`config.mk`:
```
export PLATFORM = sky130hd
export DESIGN_NAME = spp_f2i_pipelined
export DESIGN_NICKNAME = d
export VERILOG_FILES = /design/src/rtl/spp_f2i_pipelined.sv
export SDC_FILE = /design/constraint.sdc
export NUM_CORES = 1
export LEC_CHECK = 0
export CORE_ASPECT_RATIO = 0.75
export CORE_MARGIN = 2
export CORE_UTILIZATION = 30
export CTS_BUF_LIST = sky130_fd_sc_hd__clkbuf_16
export DETAILED_ROUTE_END_ITERATION = 6
export GPL_ROUTABILITY_DRIVEN = 1
export GPL_TIMING_DRIVEN = 0
export PLACE_DENSITY = 0.44
export SETUP_SLACK_MARGIN = 0.05
export SKIP_LAST_GASP = 1
export SLEW_MARGIN = 25
export SYNTH_ARGS = -nofsm -noshare
export SYNTH_HDL_FRONTEND = slang
export SYNTH_SLANG_ARGS = --single-unit
```
`constraint.sdc`:
```
create_clock -name clk -period 11.4 [get_ports clk]
set_input_delay 2.85 -clock clk [delete_from_list [all_inputs] [get_ports clk]]
set_output_delay 2.85 -clock clk [all_outputs]
set_load 0.02 [all_outputs]
```
`src/rtl/spp_f2i_pipelined.sv`:
```
// Three-stage IEEE-754 single to 32-bit integer converter with valid/ready flow control.
// Optional build macro SPP_F2I_ROUND_NEAREST_EN selects round-to-nearest-even instead of truncation.
module spp_f2i_pipelined #(
  parameter int SIGNED_OUT = 1
) (
  input  logic        clk,
  input  logic        reset_n,
  input  logic        in_valid,
  output logic        in_ready,
  input  logic [31:0] a,
  output logic        out_valid,
  input  logic        out_ready,
  output logic [31:0] c,
  output logic        flag_invalid,
  output logic        flag_overflow,
  output logic        flag_inexact
);

  // S1: unpack / classify
  logic        v1, sign1, nan1, inf1, zero1;
  logic [7:0]  exp1;
  logic [22:0] man1;
  // S2: aligned magnitude with guard/sticky
  logic        v2, sign2, nan2, big2, guard2, sticky2;
  logic [31:0] mag2;

  logic              advance;
  logic signed [8:0] e;
  logic [5:0]        sh;
  logic [63:0]       wide;
  logic [31:0]       mag_d;
  logic              big_d, guard_d, sticky_d;
  logic              round_up;
  logic [32:0]       rmag;
  logic [31:0]       c_d;
  logic              inv_d, ovf_d, inx_d;

  assign in_ready = out_ready | ~out_valid;
  assign advance  = in_ready;

  always_ff @(posedge clk or negedge reset_n) begin
    if (!reset_n) begin
      v1 <= 1'b0; sign1 <= 1'b0; nan1 <= 1'b0; inf1 <= 1'b0; zero1 <= 1'b0;
      exp1 <= 8'd0; man1 <= 23'd0;
    end else if (advance) begin
      v1    <= in_valid;
      sign1 <= a[31];
      exp1  <= a[30:23];
      man1  <= a[22:0];
      nan1  <= (a[30:23] == 8'hFF) && (a[22:0] != 23'd0);
      inf1  <= (a[30:23] == 8'hFF) && (a[22:0] == 23'd0);
      zero1 <= (a[30:23] == 8'h00);
    end
  end

  // Value scaled by 2^32 puts the integer part in wide[63:32] and the fraction below it.
  always_comb begin
    e        = $signed({1'b0, exp1}) - 9'sd127;
    sh       = e[5:0] + 6'd9;
    wide     = {40'd0, 1'b1, man1} << sh;
    mag_d    = 32'd0;
    big_d    = 1'b0;
    guard_d  = 1'b0;
    sticky_d = 1'b0;
    if (nan1 || inf1) begin
      big_d = inf1;
    end else if (zero1) begin
      sticky_d = |man1;
    end else if (e < 9'sd0) begin
      guard_d  = (e == -9'sd1);
      sticky_d = (e != -9'sd1) | (|man1);
    end else if (e > 9'sd31) begin
      big_d = 1'b1;
    end else begin
      mag_d    = wide[63:32];
      guard_d  = wide[31];
      sticky_d = |wide[30:0];
    end
  end

  always_ff @(posedge clk or negedge reset_n) begin
    if (!reset_n) begin
      v2 <= 1'b0; sign2 <= 1'b0; nan2 <= 1'b0; big2 <= 1'b0;
      guard2 <= 1'b0; sticky2 <= 1'b0; mag2 <= 32'd0;
    end else if (advance) begin
      v2      <= v1;
      sign2   <= sign1;
      nan2    <= nan1;
      big2    <= big_d;
      guard2  <= guard_d;
      sticky2 <= sticky_d;
      mag2    <= mag_d;
    end
  end

  // S3: round, then saturate on the rounded magnitude so a carry-out is caught.
  always_comb begin
`ifdef SPP_F2I_ROUND_NEAREST_EN
    round_up = guard2 & (sticky2 | mag2[0]);
`else
    round_up = 1'b0;
`endif
    rmag  = {1'b0, mag2} + {32'd0, round_up};
    c_d   = 32'd0;
    inv_d = 1'b0;
    ovf_d = 1'b0;
    inx_d = guard2 | sticky2;
    if (nan2) begin
      c_d   = (SIGNED_OUT != 0) ? 32'h7FFF_FFFF : 32'hFFFF_FFFF;
      inv_d = 1'b1;
    end else if (SIGNED_OUT != 0) begin
      if (!sign2) begin
        if (big2 || rmag > 33'h0_7FFF_FFFF) begin
          c_d = 32'h7FFF_FFFF; ovf_d = 1'b1;
        end else begin
          c_d = rmag[31:0];
        end
      end else if (big2 || rmag > 33'h0_8000_0000) begin
        c_d = 32'h8000_0000; ovf_d = 1'b1;
      end else begin
        c_d = ~rmag[31:0] + 32'd1;
      end
    end else begin
      if (!sign2) begin
        if (big2 || rmag[32]) begin
          c_d = 32'hFFFF_FFFF; ovf_d = 1'b1;
        end else begin
          c_d = rmag[31:0];
        end
      end else if (big2 || rmag != 33'd0) begin
        ovf_d = 1'b1;
      end
    end
    if (ovf_d || inv_d) inx_d = 1'b0;
  end

  always_ff @(posedge clk or negedge reset_n) begin
    if (!reset_n) begin
      out_valid     <= 1'b0;
      c             <= 32'd0;
      flag_invalid  <= 1'b0;
      flag_overflow <= 1'b0;
      flag_inexact  <= 1'b0;
    end else if (advance) begin
      out_valid <= v2;
      if (v2) begin
        c             <= c_d;
        flag_invalid  <= inv_d;
        flag_overflow <= ovf_d;
        flag_inexact  <= inx_d;
      end
    end
  end

endmodule
```
* Yosys cells after proc, flatten, opt, wreduce, memory -nomap -nowiden
Cells that the tools add are included.
** Storage, ports and cells
- Output and inout bits :: 37
- Flip-flop bits (word level) :: 110
- Bits of input ports :: 36
- Logic and storage cells :: 73
** Cells by class
- Muxes and demuxes :: 26
- Bitwise operators :: 5
- Order comparisons :: 4
- Shift operators :: 1
- Add/subtract/negate cells :: 3
- Equal/unequal tests :: 3
- Reductions and logical operators :: 12
** Operators by type and width (count)
- 32-bit 2-to-1 mux :: 8
- 24-bit by 6-bit left shift with 64-bit output :: 1
- 32-bit by 1-bit adder with 32-bit output, second input constant :: 1
- 32-bit by 31-bit > comparator with 1-bit output, second input constant :: 1
- 32-bit > comparator, second input constant :: 1
- 32-bit NOT :: 1
- 31-bit OR reduction :: 1
- 23-bit logical NOT :: 1
- 23-bit nonzero test :: 1
- 23-bit OR reduction :: 1
- 1-bit 2-to-1 mux :: 18
- 9-bit by 1-bit == test with 1-bit output, second input constant :: 1
- 9-bit by 6-bit > comparator with 1-bit output, second input constant :: 1
- 9-bit by 1-bit less-than comparator with 1-bit output, second input constant :: 1
- 9-bit by 1-bit != test with 1-bit output, second input constant :: 1
- 8-bit by 7-bit subtractor with 9-bit output, second input constant :: 1
- 8-bit == test, second input constant :: 1
- 8-bit logical NOT :: 1
- 6-bit by 4-bit adder with 6-bit output, second input constant :: 1
- 1-bit logical OR :: 4
- 1-bit bitwise OR :: 3
- 1-bit logical AND :: 2
- 2-bit AND reduction :: 1
- 1-bit NOT :: 1

* Depth between registers and ports, before layout
- Depth in word-level cells :: 8
- Gate-level depth with buffers :: 16
- Depth with buffers taken out :: 10

* Worst setup path before layout
OpenSTA, ideal clock, no wires.
- Kind :: input to output
- From :: input out_ready
- To :: output in_ready
- Stages on the path :: 3
- Data required time :: 8550 ps
- Data arrival time :: 3514 ps
- Path buffers :: 1
- Slack :: 5036 ps
- Cells stage by stage :: nor2b_1 -> clkinv_1 -> clkbuf_1
** Between the ends
- Longest elaborated chain between the ends :: 1
** Ends and longest elaborated chain
- from (decl) :: line 12 : input logic out_ready,
- 1-bit bitwise OR :: line 38 : assign in_ready = out_ready | ~out_valid;
- to (decl) :: line 9 : output logic in_ready,
Every way passes these cells.

* Worst setup path in the final report
Ends and elaborated chain as after synthesis.

==> impl_metrics.env <==
export IMPL_avgSynthCellArea_um2=8.26
export IMPL_skew_ns=0.00945
export IMPL_period_minus_slack_ns=7.77
export IMPL_synth_flop_cell="dfrtp_1"
export IMPL_p_sw_share_pct=50.8
export IMPL_ys_top_cells_by_area="dfrtp_1, nand2_1, mux2i_1, a21oi_1, mux4_2"
export IMPL_path_buf_inv=4
export IMPL_cts_num_sinks=110
export IMPL_clkPwrFrac_pct=12.2
export IMPL_status="finished clean"
export IMPL_crit_fanout=10
export IMPL_rsz0062_at_grt="false"
export IMPL_register_area_mm2=0.00275
export IMPL_initial_core_util_pct=30.5
export IMPL_max_freq_mhz=129
export IMPL_layout_worst_path_cycle_share_pct=68.2
export IMPL_nets=1047
export IMPL_place_area_mm2=0.00879
export IMPL_p_per_area_mw_per_mm2=297
export IMPL_grtUsageTotal_pct=22.3
export IMPL_ys_types=83
export IMPL_multi_input_area_mm2=0.00452
export IMPL_dp_hpwl_mm=22.6
export IMPL_slew_headroom_pct=20.9
export IMPL_post_synth_top_count_cell="nand2_1"
export IMPL_yosysWarnings=0
export IMPL_endpoint_kind="primary output"
export IMPL_die_h_um=142
export IMPL_drive_above_1_share_pct=8.21
export IMPL_cpMostUsedCell="clkdlybuf4s50_1"
export IMPL_postCtsSetupBuffers=0
export IMPL_pwr_share_comb_pct=65.5
export IMPL_dr_wl_met2_mm=10.7
export IMPL_crit_required_ns=8.55
export IMPL_cts_reportedPaths_clkPinSlew_ns=0.07
export IMPL_slew_viol_final=0
export IMPL_hold_viol=0
export IMPL_cts_buffers=9
export IMPL_critPathSlowestCell="clkdlybuf4s50_1"
export IMPL_setup_tns_ns=0
export IMPL_portBuffers=72
export IMPL_critical_path_arrival_ns=4.92
export IMPL_cpPeakStageDelay_ns=0.60
export IMPL_cts_tree="built"
export IMPL_overflow=0
export IMPL_ant_nets=0
export IMPL_drt_pass1_iter_count=6
export IMPL_grt_pass1_wl_mm=45.2
export IMPL_row_count=50
export IMPL_ys_ff_latch=110
export IMPL_first_global_vias=7239
export IMPL_fillers=2659
export IMPL_startpoint_type="primary input"
export IMPL_antenna_found_initial=0
export IMPL_ir_worst_vdd_mv=0.0975
export IMPL_cts_hold_buf=0
export IMPL_clk_latency_ns=0.37
export IMPL_final_area_mm2=0.00908
export IMPL_h_tree_depth=3
export IMPL_worstMarginPinSlew_ns=1.17
export IMPL_yosysTopAreaCell="dfrtp_1"
export IMPL_syn_inst=922
export IMPL_pwr_share_seq_pct=22.3
export IMPL_synth_nets=963
export IMPL_drc=0
export IMPL_grt_max_degree=64
export IMPL_ys_async_sr_fraction_pct=100
export IMPL_switchingPower_mw=1.37
export IMPL_synth_seq_area_share_pct=36.2
export IMPL_finalSetupViolCount=0
export IMPL_path_class="in2out"
export IMPL_vias=7553
export IMPL_top_layer="met4"
export IMPL_power_leakage_nw=3.75
export IMPL_die_x_um=188
export IMPL_met3WireLength_mm=2.17
export IMPL_drt_total_wl_mm=28.8
export IMPL_met1_length_mm=15.6
export IMPL_ioPinCount=73
export IMPL_drt_iter0_markers=658
export IMPL_place_gp_congestion=0.935
export IMPL_p_int_mw=1.33
export IMPL_maxCapViolCount=0
export IMPL_core_area_mm2=0.0250
export IMPL_crit_family="buffers and inverters"
export IMPL_vias_per_cell=5.59
export IMPL_synth_common_cells="nand2_1, dfrtp_1, nor2_1"
export IMPL_netlist_area_mm2=0.00761
export IMPL_ctsLongestPathBuffers=2
export IMPL_area_growth_syn_to_layout_pct=19.3
export IMPL_path_cells="clkdlybuf4s50_1 > nor2b_1 > clkinv_1 > clkbuf_1 > clkdlybuf4s50_1"
export IMPL_synth_edf_count=0
export IMPL_cts_resized=0
export IMPL_fp_dieArea_mm2=0.0267
export IMPL_hold_path_class="reg2reg"
export IMPL_synth_top_area_share_pct=36.2
export IMPL_avgRoutedWirePerCell_um=21.3
export IMPL_root_buffer="clkbuf_16"
-- layout by cell type (no fill, tap or decap), drive strengths merged, types with 5 or more instances in the layout --
cell type        n
o22ai           11
inv             17
clkinv           6
a21oi           73
ha               5
nor3            43
and2            10
nor2b            6
mux2i           38
nand2          177
nor2            78
nand4           10
dfrtp          110
mux2            17
or3              7
nor4            19
o21ai           61
a22oi           12
nand2b           6
or2              5
a21o            15
xnor2            5
mux4            14
nand3b           5
nand3           10
o41ai            5
a31oi            9
clkdlybuf4s50   71
or4              5
a211oi           5
clkbuf          46
buf             26
nor3b           10
-- power groups by stage --
stage | Combinational [mW] | Sequential (mW) | Clock, mW
2_1_floorplan | 1.07 | 0.653 | 0
3_3_place_gp | 1.74 | 0.609 | 0
3_5_place_dp | 1.73 | 0.608 | 0
4_1_cts | 1.74 | 0.601 | 0.341
5_1_grt | 1.92 | 0.619 | 0.353
6_report | 1.77 | 0.603 | 0.330
-- final timing paths --
path | from | slack, ns | endpoint | cells past startpoint
worst max-delay path | out_ready | 3.63 | in_ready | 5
worst min-delay path | v1 | 0.47 | v1 | 2
worst max register to register | exp1[0] | 6.34 | sticky2 | 15
worst min register to register | v1 | 0.47 | v1 | 2
max in group asynchronous | reset_n | 8.38 | c[28] | 2
min in group asynchronous | reset_n | 2.36 | man1[11] | 1
-- cell type report --
cell class,instances,area share (%)
timing repair buffer,73,8.29
inverter,17,0.703
antenna,1,0.0276
clock buffer,9,2.48
sequential,110,30.3
buffer,61,3.04
multi-input combinational,734,49.8
clock inverter,7,0.703
tap,338,4.66
-- logic make-up (layout without fill, tap and decap cells) --
logic type                 count (synthesis)  in the layout  share of synthesized area [%]
buffers and inverters                     78            167                           4.47
xor gates and xnor gates                   9              9                           1.13
adders and majority gates                  5              5                          0.822
other                                      0              1                              0
and+or+nand+nor                          409            409                           25.5
AOI/OAI and AO/OA                        242            242                           20.2
DFF                                      110            110                           36.2
muxes                                     69             69                           11.7
-- tightest hold or removal path: stages, from the launching register on --
cell and delay [ns]:
dfrtp_1 0.35, nand2_1 0.05, nand2_1 0.05
-- state kept, by name, summed over array words and instances (netlist names), 8 cells and up --
signal	flops
mag2	32
c	32
man1	23
exp1	8
-- per-layer routing --
layer | vias up | GRT usage [%]
li1 | 3527 | -
met1 | 3753 | 36.6
met2 | 244 | 28.4
met3 | 29 | 5.37
met4 | 0 | 4.64
met5 | - | 0
-- stage by stage --
stage | util [%] | cells | hold WS [ns] | setup WS [ns] | power, mW
2_1_floorplan | - | 922 | 0.439 | 5.04 | 1.72
3_3_place_gp | 35.1 | 1332 | 0.453 | 2.87 | 2.35
3_5_place_dp | 35.2 | 1333 | 0.464 | 3.60 | 2.34
4_1_cts | 36.4 | 1349 | 0.484 | 3.58 | 2.68
5_1_grt | 36.4 | 1349 | 0.516 | 3.40 | 2.89
6_report | 36.4 | 1350 | 0.473 | 3.63 | 2.70
Power figures use the tool's default switching activity.
